## src/rtl/vga_scan_gen.sv

```systemverilog
// vga_scan_gen: parametrised VGA timing and VRAM read-address generator.
// Sync/blank ride a RD_LAT-deep pipeline so they meet the VRAM data at the output register.
module vga_scan_gen #(
    parameter int CLK_DIV  = 4,
    parameter int H_ACTIVE = 640,
    parameter int H_FP     = 16,
    parameter int H_SYNC   = 96,
    parameter int H_BP     = 48,
    parameter int V_ACTIVE = 480,
    parameter int V_FP     = 10,
    parameter int V_SYNC   = 2,
    parameter int V_BP     = 33,
    parameter bit HS_POL   = 1'b0,
    parameter bit VS_POL   = 1'b0,
    parameter int RD_LAT   = 1,
    parameter int ADDR_W   = 19
) (
    input  logic              clk,
    input  logic              rst_n,
    input  logic              en,
    output logic [ADDR_W-1:0] vram_addr,
    input  logic [11:0]       vram_data,
    output logic [3:0]        vga_red,
    output logic [3:0]        vga_green,
    output logic [3:0]        vga_blue,
    output logic              vga_h_sync,
    output logic              vga_v_sync,
    output logic              frame_start,
    output logic [10:0]       pix_x,
    output logic [9:0]        pix_y
);
    localparam int H_TOTAL = H_ACTIVE + H_FP + H_SYNC + H_BP;
    localparam int V_TOTAL = V_ACTIVE + V_FP + V_SYNC + V_BP;
    localparam int DW = CLK_DIV > 1 ? $clog2(CLK_DIV) : 1;
    localparam int PW = 4 * RD_LAT;
    localparam logic [ADDR_W-1:0] ADDR_MAX = ADDR_W'(H_ACTIVE * V_ACTIVE - 1);
    logic [DW-1:0] div_q, div_d;
    logic [10:0] x_q, x_d;
    logic [9:0] y_q, y_d;
    logic [ADDR_W-1:0] addr_q, addr_d;
    logic [PW-1:0] pipe_q, pipe_d;
    logic [11:0] rgb_q, rgb_d;
    logic hs_q, hs_d, vs_q, vs_d, fs_q, fs_d;
    logic tick, x_wrap, y_wrap, act0, hs0, vs0, first0;
    logic [3:0] dly;
    always_comb begin
        tick   = en && (div_q == DW'(CLK_DIV - 1));
        x_wrap = x_q == 11'(H_TOTAL - 1);
        y_wrap = y_q == 10'(V_TOTAL - 1);
        act0   = (x_q < 11'(H_ACTIVE)) && (y_q < 10'(V_ACTIVE));
        hs0    = (x_q >= 11'(H_ACTIVE + H_FP)) && (x_q < 11'(H_ACTIVE + H_FP + H_SYNC));
        vs0    = (y_q >= 10'(V_ACTIVE + V_FP)) && (y_q < 10'(V_ACTIVE + V_FP + V_SYNC));
        first0 = (x_q == 11'd0) && (y_q == 10'd0);
        // oldest pipeline entry {active, hs, vs, first} sits in the top nibble
        dly    = pipe_q[PW-1 -: 4];
        div_d  = (!en || tick) ? '0 : div_q + DW'(1);
        x_d    = !en ? '0 : !tick ? x_q : x_wrap ? '0 : x_q + 11'd1;
        y_d    = !en ? '0 : !(tick && x_wrap) ? y_q : y_wrap ? '0 : y_q + 10'd1;
        // saturates at the last active pixel, then holds through blanking until (0,0)
        addr_d = !en ? '0 : !tick ? addr_q : (x_wrap && y_wrap) ? '0 :
                 (act0 && addr_q != ADDR_MAX) ? addr_q + ADDR_W'(1) : addr_q;
        pipe_d = !en ? '0 : tick ? PW'({pipe_q, act0, hs0, vs0, first0}) : pipe_q;
        rgb_d  = !en ? '0 : tick ? (dly[3] ? vram_data : '0) : rgb_q;
        hs_d   = !en ? ~HS_POL : tick ? (dly[2] ? HS_POL : ~HS_POL) : hs_q;
        vs_d   = !en ? ~VS_POL : tick ? (dly[1] ? VS_POL : ~VS_POL) : vs_q;
        fs_d   = tick && dly[0];
    end
    always_ff @(posedge clk or negedge rst_n) begin
        if (!rst_n) begin
            div_q  <= '0;
            x_q    <= '0;
            y_q    <= '0;
            addr_q <= '0;
            pipe_q <= '0;
            rgb_q  <= '0;
            hs_q   <= ~HS_POL;
            vs_q   <= ~VS_POL;
            fs_q   <= 1'b0;
        end else begin
            div_q  <= div_d;
            x_q    <= x_d;
            y_q    <= y_d;
            addr_q <= addr_d;
            pipe_q <= pipe_d;
            rgb_q  <= rgb_d;
            hs_q   <= hs_d;
            vs_q   <= vs_d;
            fs_q   <= fs_d;
        end
    end
    assign vram_addr = addr_q;
    assign {vga_red, vga_green, vga_blue} = rgb_q;
    assign vga_h_sync = hs_q;
    assign vga_v_sync = vs_q;
    assign frame_start = fs_q;
    assign pix_x = x_q;
    assign pix_y = y_q;
endmodule
```

## config.mk

```make
export PLATFORM = sky130hd
export DESIGN_NAME = vga_scan_gen
export DESIGN_NICKNAME = d
export VERILOG_FILES = /design/src/rtl/vga_scan_gen.sv
export SDC_FILE = /design/constraint.sdc
export NUM_CORES = 1
export LEC_CHECK = 0
export BUFFER_PORTS_ARGS = -buffer_cell sky130_fd_sc_hd__buf_4
export CORE_ASPECT_RATIO = 0.5
export CORE_MARGIN = 2
export CORE_UTILIZATION = 49
export DETAILED_ROUTE_END_ITERATION = 12
export PLACE_DENSITY = 0.77
export SLEW_MARGIN = 0
export SYNTH_ARGS = -nofsm -noshare
export SYNTH_HDL_FRONTEND = slang
export SYNTH_SLANG_ARGS = --single-unit
```

## constraint.sdc

```tcl
create_clock -name clk -period 2.3 [get_ports clk]
set_clock_uncertainty 0.05 [all_clocks]
set_input_delay 0.46 -clock clk [delete_from_list [all_inputs] [get_ports clk]]
set_output_delay 0.46 -clock clk [all_outputs]
set_load 0.05 [all_outputs]
```

### Word level (Yosys, flattened, before mapping)

Index checks and enable logic that the tools add are counted.

* order comparisons: 6
* reduce and logical (&&, ||, !) cells: 14
* equality and inequality tests: 7
* add/sub/neg operators: 4
* multiplexer cells: 22

Operators with widths (number)
* 2-to-1 mux 19 bit: 4
* 2-to-1 mux 12 bit: 3
* 2-to-1 mux 11 bit: 3
* 2-to-1 mux 10 bit: 3
* less-than comparator 11 x 10 -> 1 bit, second input constant: 2
* less-than comparator 10 x 9 -> 1 bit, second input constant: 2
* adder 19 x 1 -> 19 bit, second input constant: 1
* != test 19 bit, second input constant: 1
* adder 11 x 1 -> 11 bit, second input constant: 1
* equality test 11 x 10 -> 1 bit, second input constant: 1
* >= comparator 11 x 10 -> 1 bit, second input constant: 1
* logical NOT 11 bit: 1
* adder 10 x 1 -> 10 bit, second input constant: 1
* equality test 10 bit, second input constant: 1
* >= comparator 10 x 9 -> 1 bit, second input constant: 1
* logical NOT 10 bit: 1
* logical AND 1 bit: 9
* 2-to-1 mux 4 bit: 2
* 2-to-1 mux 1 bit: 6
* != test 2 x 1 -> 1 bit, second input constant: 2
* != test 3 x 1 -> 1 bit, second input constant: 1
* adder 2 x 1 -> 2 bit, second input constant: 1
* equality test 2 bit, second input constant: 1
* 2-to-1 mux 2 bit: 1
* other kinds (3): 3

* bits of input ports: 15
* register bits: 61
* output and inout port bits: 55

### Longest topological paths before layout

Gate-level depths: netlist of the first run.

* depth after elaboration: 7
* gate-level depth with buffers: 10
* gate-level depth less buffers: 7

### Least setup slack after synthesis of the first run

OpenSTA, ideal clock, no wires.

* path type: register to register
* start: reg x_q[0], in the netlist pix_x[0]
* end: reg addr_q[14], in the netlist vram_addr[14]
* period minus slack after synthesis: 2.536 ns
* required time: 2.159 ns
* setup slack: -0.236 ns
* arrival: 2.395 ns
* library setup time: 0.091 ns
* path buffers: 4
* cell stages (with the launch flop): 11
* cell sequence: dfrtp_1 > ha_1 > and4_1 > buf_6 > and3_4 > buf_6 > nand2_8 > or3b_1 > buf_6 > buf_12 > o31ai_4

* word-level cells in the longest chain between the ends: 5
* elaborated cells between the ends (all ways): 10
* classes of those cells: order compare: 1; eq/ne: 2; mux: 3; reduce/logical: 4

RTL lines
* start: declaration: line 38 `logic [10:0] x_q, x_d;`
* start signal: assignment: line 71 `x_q <= '0;`
* start signal: assignment: line 81 `x_q <= x_d;`
* less-than comparator 11 x 10 -> 1 bit or equality test 11 x 10 -> 1 bit (tied branches): line 50, 48
* logical AND 1 bit, on equally long branches: line 50, 60
* logical AND 1 bit or 2-to-1 mux 19 bit (tied branches): line 61, 60
* != test 3 x 1 -> 1 bit (no line) or 2-to-1 mux 19 bit (tied branches)
* AND reduction 2 bit (no line) or 2-to-1 mux 19 bit (tied branches)
* end signal: assignment: line 83 `addr_q <= addr_d;`
* end: declaration: line 40 `logic [ADDR_W-1:0] addr_q, addr_d;`

Parallel ways exist; a longest one is shown, timed or not. The select of a mux whose other input is x is not followed.
A chain may end at the register's enable or synchronous reset.

### Worst setup path after layout of the first run

* start: reg addr_q[0], in the netlist vram_addr[0]
* end: reg addr_q[17], in the netlist vram_addr[17]

* word-level cells in the longest chain between the ends: 5
* elaborated cells between the ends (all ways): 9
* classes of those cells: add/sub: 1; eq/ne: 2; mux: 4; reduce/logical: 2

RTL lines
* adder 19 x 1 -> 19 bit: line 61 `(act0 && addr_q != ADDR_MAX) ? addr_q + ADDR_W'(1) : addr_q;`
* 2-to-1 mux 19 bit: line 61
* 2-to-1 mux 19 bit (3 in series): line 60 `addr_d = !en ? '0 : !tick ? addr_q : (x_wrap && y_wrap) ? '0 :`

Parallel ways exist; a longest one is shown, timed or not. The select of a mux whose other input is x is not followed.

==> results of run 1 <==
## cells in the final DEF (no fill, tap or decap), types with 4 or more instances in the layout
cell | netlist | final
and2_1 | 5 | 5
nor4_1 | 6 | 6
dfrtp_2 | 0 | 8
nand2_1 | 31 | 31
inv_1 | 7 | 6
o31ai_4 | 9 | 9
o211ai_1 | 13 | 13
a22o_1 | 12 | 12
nand3_1 | 11 | 11
a31oi_1 | 5 | 5
buf_4 | 1 | 85
nor2_1 | 18 | 18
or3_1 | 7 | 7
o21ai_0 | 15 | 15
ha_1 | 6 | 4
and3_1 | 8 | 8
clkbuf_16 | 0 | 9
and4_1 | 5 | 4
xor2_1 | 5 | 5
dfrtp_1 | 59 | 51
a21oi_1 | 8 | 8
nand4_1 | 19 | 19
## Yosys cell counts, drive strengths merged (3+ instances only)
master / count / share of area [%]
dfrtp: 59 / 45
nand2: 32 / 4.1
nand4: 20 / 4.0
nor2: 18 / 2.0
o21ai: 16 / 2.5
buf: 13 / 3.0
o211ai: 13 / 2.9
a22o: 12 / 3.2
nand3: 12 / 2.0
o31ai: 12 / 6.6
and3: 9 / 1.8
a21oi: 8 / 1.2
clkbuf: 7 / 0.83
inv: 7 / 0.79
or3: 7 / 1.3
ha: 6 / 2.3
nor4: 6 / 1.1
a31oi: 5 / 0.94
and2: 5 / 0.94
and4: 5 / 1.3
o41ai: 5 / 1.3
xor2: 5 / 1.3
o311ai: 4 / 1.1
nand4b: 3 / 0.79
nor3: 3 / 0.45
o221ai: 3 / 0.79
## metal layers
layer | routed length [um] | track usage [%] | vias up | share of wire, %
met3 | 532 | 6.07 | 17 | 6.0
li1 | - | - | 1374 | -
met1 | 3930 | 32.6 | 1451 | 44
met4 | 174 | 10.0 | 0 | 2.0
met5 | 0 | 0 | - | 0
met2 | 4250 | 38.9 | 113 | 48
## state kept, by name, indices dropped and copies added (netlist names)
signal       count
vga_v_sync       1
pix_x           11
vga_h_sync       1
div_q            2
vram_addr       19
rgb_q           12
pix_y           10
dly              4
frame_start      1
## repair_timing
item | 4_1_cts | 5_1_grt
setup buffers | 0 | 0
endpoints found under the hold margin | 0 | 0
gates resized for setup | 1 | 8
setup endpoints to repair | 1 | 5
## report_power, final
| group | total (mW) | internal [mW] | switching (mW) | leakage, nW |
|---|---|---|---|---|
| combinational | 0.147 | 0.0465 | 0.100 | 0.960 |
| sequential | 1.09 | 1.09 | 0.00942 | 0.829 |
| clock | 1.47 | 0.974 | 0.493 | 0.158 |
## how the worst max path moves through the flow
stage / start / slack [ns] / cells after the start / endpoint
global route: vram_addr[0] / -0.05 / 7 / vram_addr[7]
CTS: pix_y[0] / 0.03 / 8 / vram_addr[7]
finish: vram_addr[0] / 0.02 / 7 / vram_addr[17]
detailed placement: pix_y[0] / 0.0009 / 8 / vram_addr[9]
global placement: pix_y[0] / 0.22 / 8 / vram_addr[11]
floorplan: pix_x[1] / -0.02 / 10 / vram_addr[2]
## area by class of cell
cell class              count  share of cell area [%]
inverters                   7                   0.603
clock inverters             6                    1.98
well taps                  92                    2.64
clock buffers              10                    5.49
flip-flops and latches     61                    35.3
multi-input cells         229                    39.0
repair buffers             86                    14.9
## cell families (layout without fill, tap and decap cells)
group | count (synthesis) | after routing | share of synthesized area, %
AND/OR/NAND/NOR | 130 | 130 | 22.5
AO/OA/AOI/OAI | 85 | 85 | 22.3
flip-flops | 61 | 61 | 46.1
buffers and inverters | 27 | 109 | 4.60
adder cells (fa/ha/maj) | 6 | 6 | 2.26
XOR/XNOR | 6 | 6 | 1.58
multiplexers | 2 | 2 | 0.604
==> impl_metrics.ini, run 1 <==
[outcome]
status = finished, final reports clean

[floorplanning]
dieArea_sq_mm = 0.00748
die_w_um = 120
io_pins = 70
core.rowCount = 21
core_area_sq_mm = 0.00662
die_y_um = 62.2
initial_core_util_pct = 50.1

[clock_tree]
cts_tree = yes
cts_num_sinks = 61
cts_root_buf = clkbuf_16
hold_buffers = 0
clockBufferDepth = 2
clkLatencyLatePin_ns = 0.33
clkTransAtPathRegs_ns = 0.05
cts_max_level = 3
cts_made_buffers = 9

[layout]
ff_latch_area_sq_mm = 0.00154
final_util_pct = 65.8
multiInputGateArea_sq_mm = 0.00170
design_area_sq_mm = 0.00435
fillCellCount = 496
layout-drive-gt1-share_pct = 34.8
stdcell_count = 491
area_growth_pct = 31.3
num-nets-final = 415
diodes = 0

[timing]
setup_tns_ns = 0
slew_violations = 0
finalHoldViolCount = 0
slew_headroom_pct = 48.0
final.setup.worst_slack_ns = 0.0217
fmaxAchievable_mhz = 439
period_minus_slack_ns = 2.28
whs_ns = 0.141
worst_pin_slew_ns = 0.780
finalSetupViolCount = 0
finalCritPeriodShare_pct = 99.1

[yosys]
synth_nets = 338
ys_ff_latch = 61
syn_area_sq_mm = 0.00332
syn_area_per_cell_sq_um = 10.5
async_reset_ff_share_pct = 100
synth_seq_area_share_pct = 46.1
ys_types = 55
synth_cells = 317
synth-edff-count = 0
ys.flop_type = dfrtp_1
ys_warn_count = 0

[power]
p_leak_nw = 1.95
powerDensity_mw_per_mm2 = 622
ir_drop_mv = 0.366
totalPowerFinal_mw = 2.71

[global_route]
track_usage_pct = 24.6
grt_overflow_total = 0
grt_max_degree = 62
grt_pass1_wl_um = 14500
antenna_found_initial = 0
grt_pass1_vias = 2876

[critical_path]
critPathSlowestCell = o311ai_0
cp-start-kind = register
ff2ff_path_depth = 7
crit_arrival_ns = 2.42
cpLargestDelayFamily = compound AO/OA/AOI/OAI gates
max_stage_delay_ns = 0.49
crit_required_ns = 2.44
timing.rr.start = vram_addr[0]
path_buf_inv = 1
critPathMaxFanout = 15
critPathCaptureType = register
cp_cell_sequence = ha_2 -> and4_1 -> nand4_2 -> o221ai_1 -> buf_4 -> o311ai_0 -> o41ai_2
reg2reg_slack_ns = 0.02
critPathKind = register to register
regToRegEndpoint = vram_addr[17]

[place]
dp_hpwl_um = 5830
gp_congestion = 0.850
place_inst = 475
dp_slack_ns = 0.000916
placed_area_sq_mm = 0.00398
portBuffers = 69

[routing]
drt-total-wl_um = 8890
drt-vias-per-instance = 6.02
via_count = 2955
post-route-drc-count = 0
ant_nets = 0
wire_per_inst_um = 18.1
drt_iter0_drc = 245
firstDrtPassIters = 5

[hold_path]
hp-class = input port to asynchronous set/reset pin

[flow_run]
drv_cap = 0
(Power assumes the default switching activity.)
==> run 2: changes to the inputs <==
- BUFFER_PORTS_ARGS: -buffer_cell sky130_fd_sc_hd__buf_4 -> -buffer_cell sky130_fd_sc_hd__clkbuf_2
==> run 2 against run 1 <==
Against the previous run: count of clock-buffer cells in the layout is the same; via count is 1.7% lower; critical path type unchanged; highest routed layer unchanged; final area is 4.7% lower; wire length is 8.9% lower; cell count fell by 0.20%; worst hold slack got worse by 0.072 ns; sequential power hardly changed.
==> impl_metrics.ini, run 2 (synthesized netlist as in run 1, its figures left out) <==
[outcome]
status = finished, final reports clean

[timing]
worst_pin_slew_ns = 0.418
finalHoldViolCount = 0
fmaxAchievable_mhz = 452
finalCritPeriodShare_pct = 96.1
period_minus_slack_ns = 2.21
slew_headroom_pct = 71.7
rsz0062_at_grt = false
setup_tns_ns = 0
finalSetupViolCount = 0
slew_violations = 0

[critical_path]
cp-start-kind = register
cp_cell_sequence = inv_2 -> ha_1 -> nor2b_1 -> and4_1 -> nand2_8 -> or3b_1 -> buf_4 -> o41ai_1
cpLargestDelayFamily = simple AND/OR/NAND/NOR gates
regToRegEndpoint = vram_addr[17]
timing.rr.start = pix_y[0]
startpoint = pix_y[0]
path_buf_inv = 2
critPathSlowestCell = dfrtp_2
ff2ff_path_depth = 8
reg2reg_slack_ns = 0.09
critPathMaxFanout = 15
critPathKind = register to register
crit_required_ns = 2.47
crit_arrival_ns = 2.38
critPathCaptureType = register
max_stage_delay_ns = 0.41

[power]
ir_drop_mv = 0.364
p_leak_nw = 1.85
powerDensity_mw_per_mm2 = 648
totalPowerFinal_mw = 2.69

[place]
gp_congestion = 0.847
portBuffers = 69
dp_hpwl_um = 5610

[global_route]
grt_pass1_wl_um = 13700
grt_max_degree = 62
grt_overflow_total = 0
track_usage_pct = 23.0
antenna_found_initial = 0
grt_pass1_vias = 2773

[clock_tree]
hold_buffers = 0
cts_max_level = 3
cts_root_buf = clkbuf_16
clkLatencyLatePin_ns = 0.34
cts_num_sinks = 61
clkTransAtPathRegs_ns = 0.06
cts_tree = yes
cts_made_buffers = 9
clockBufferDepth = 2

[layout]
layout-drive-gt1-share_pct = 33.9
diodes = 0
area_growth_pct = 25.2
num-nets-final = 414
layout_common_cells = clkbuf_2 (69), dfrtp_1 (51), nand2_1 (31)
largest_register_ff_count = 19
fillCellCount = 548
final_common_cell = clkbuf_2

[floorplanning]
dieArea_sq_mm = 0.00748
die_w_um = 120
io_pins = 70
initial_core_util_pct = 50.1
core_area_sq_mm = 0.00662
core.rowCount = 21
die_y_um = 62.2

[flow_run]
drv_cap = 0

[routing]
wire_per_inst_um = 16.5
post-route-drc-count = 0
ant_nets = 0
drt-vias-per-instance = 5.93
drt_iter0_drc = 215
firstDrtPassIters = 4
drt-total-wl_um = 8100
via_count = 2904

[hold_path]
hp-class = input port to asynchronous set/reset pin
run 2: cell types whose count changed in the layout (fill, tap and decap cells not counted), sizes merged:
cell    change
buf        -70
clkbuf     +69
run 2: report_power, final:
group	internal, mW	switching, mW	leakage (nW)
Combinational	0.0392	0.0990	0.865
Sequential	1.09	0.00967	0.829
Clock	0.974	0.480	0.158
Total	2.10	0.589	1.85
run 2: worst max-delay path by stage:
stage                     cells past startpoint  slack, ns            end
after floorplan                              10      -0.02   vram_addr[2]
after detailed placement                      8       0.11  vram_addr[11]
after global routing                          8      0.006  vram_addr[17]
after CTS                                     8       0.09   vram_addr[7]
final                                         8       0.09  vram_addr[17]
after global placement                        6       0.21       pix_y[9]
run 2: what timing repair did:
action / in CTS / in global routing
resized for setup: 0 / 4
setup buffers: 0 / 0
endpoints found under the setup margin: 0 / 3
run 2: metrics by stage:
| stage | util [%] | cells | instance area [sq um] | hold slack, ns | setup WS, ns |
|---|---|---|---|---|---|
| floorplan | - | 317 | 3340 | 0.114 | -0.0221 |
| global placement | 57.5 | 474 | 3810 | 0.383 | 0.212 |
| global route | 62.7 | 490 | 4150 | 0.111 | 0.00606 |
| detailed placement | 57.5 | 474 | 3810 | 0.377 | 0.111 |
| finish | 62.7 | 490 | 4150 | 0.0691 | 0.0897 |
| CTS | 62.4 | 490 | 4130 | 0.0915 | 0.0927 |
run 2: layer usage:
metal  track usage, %  wire (um)  vias up  share of wire, %
met5                0          0        -                 0
met4             8.28        113        0               1.4
met3             7.08        517       12               6.4
met2             35.1       3840       80                47
met1             31.2       3630     1439                45
li1                 -          -     1373                 -
run 2: layout make-up:
| class | count | area [sq um] | share of cell area (%) |
|---|---|---|---|
| Inverter | 7 | 26.3 | 0.633 |
| Timing Repair Buffer | 85 | 478 | 11.5 |
| Tap cell | 92 | 115 | 2.77 |
| Clock buffer | 10 | 239 | 5.76 |
| Multi-Input combinational cell | 229 | 1670 | 40.2 |
| Clock inverter | 6 | 86.3 | 2.08 |
| Sequential cell | 61 | 1540 | 37.1 |
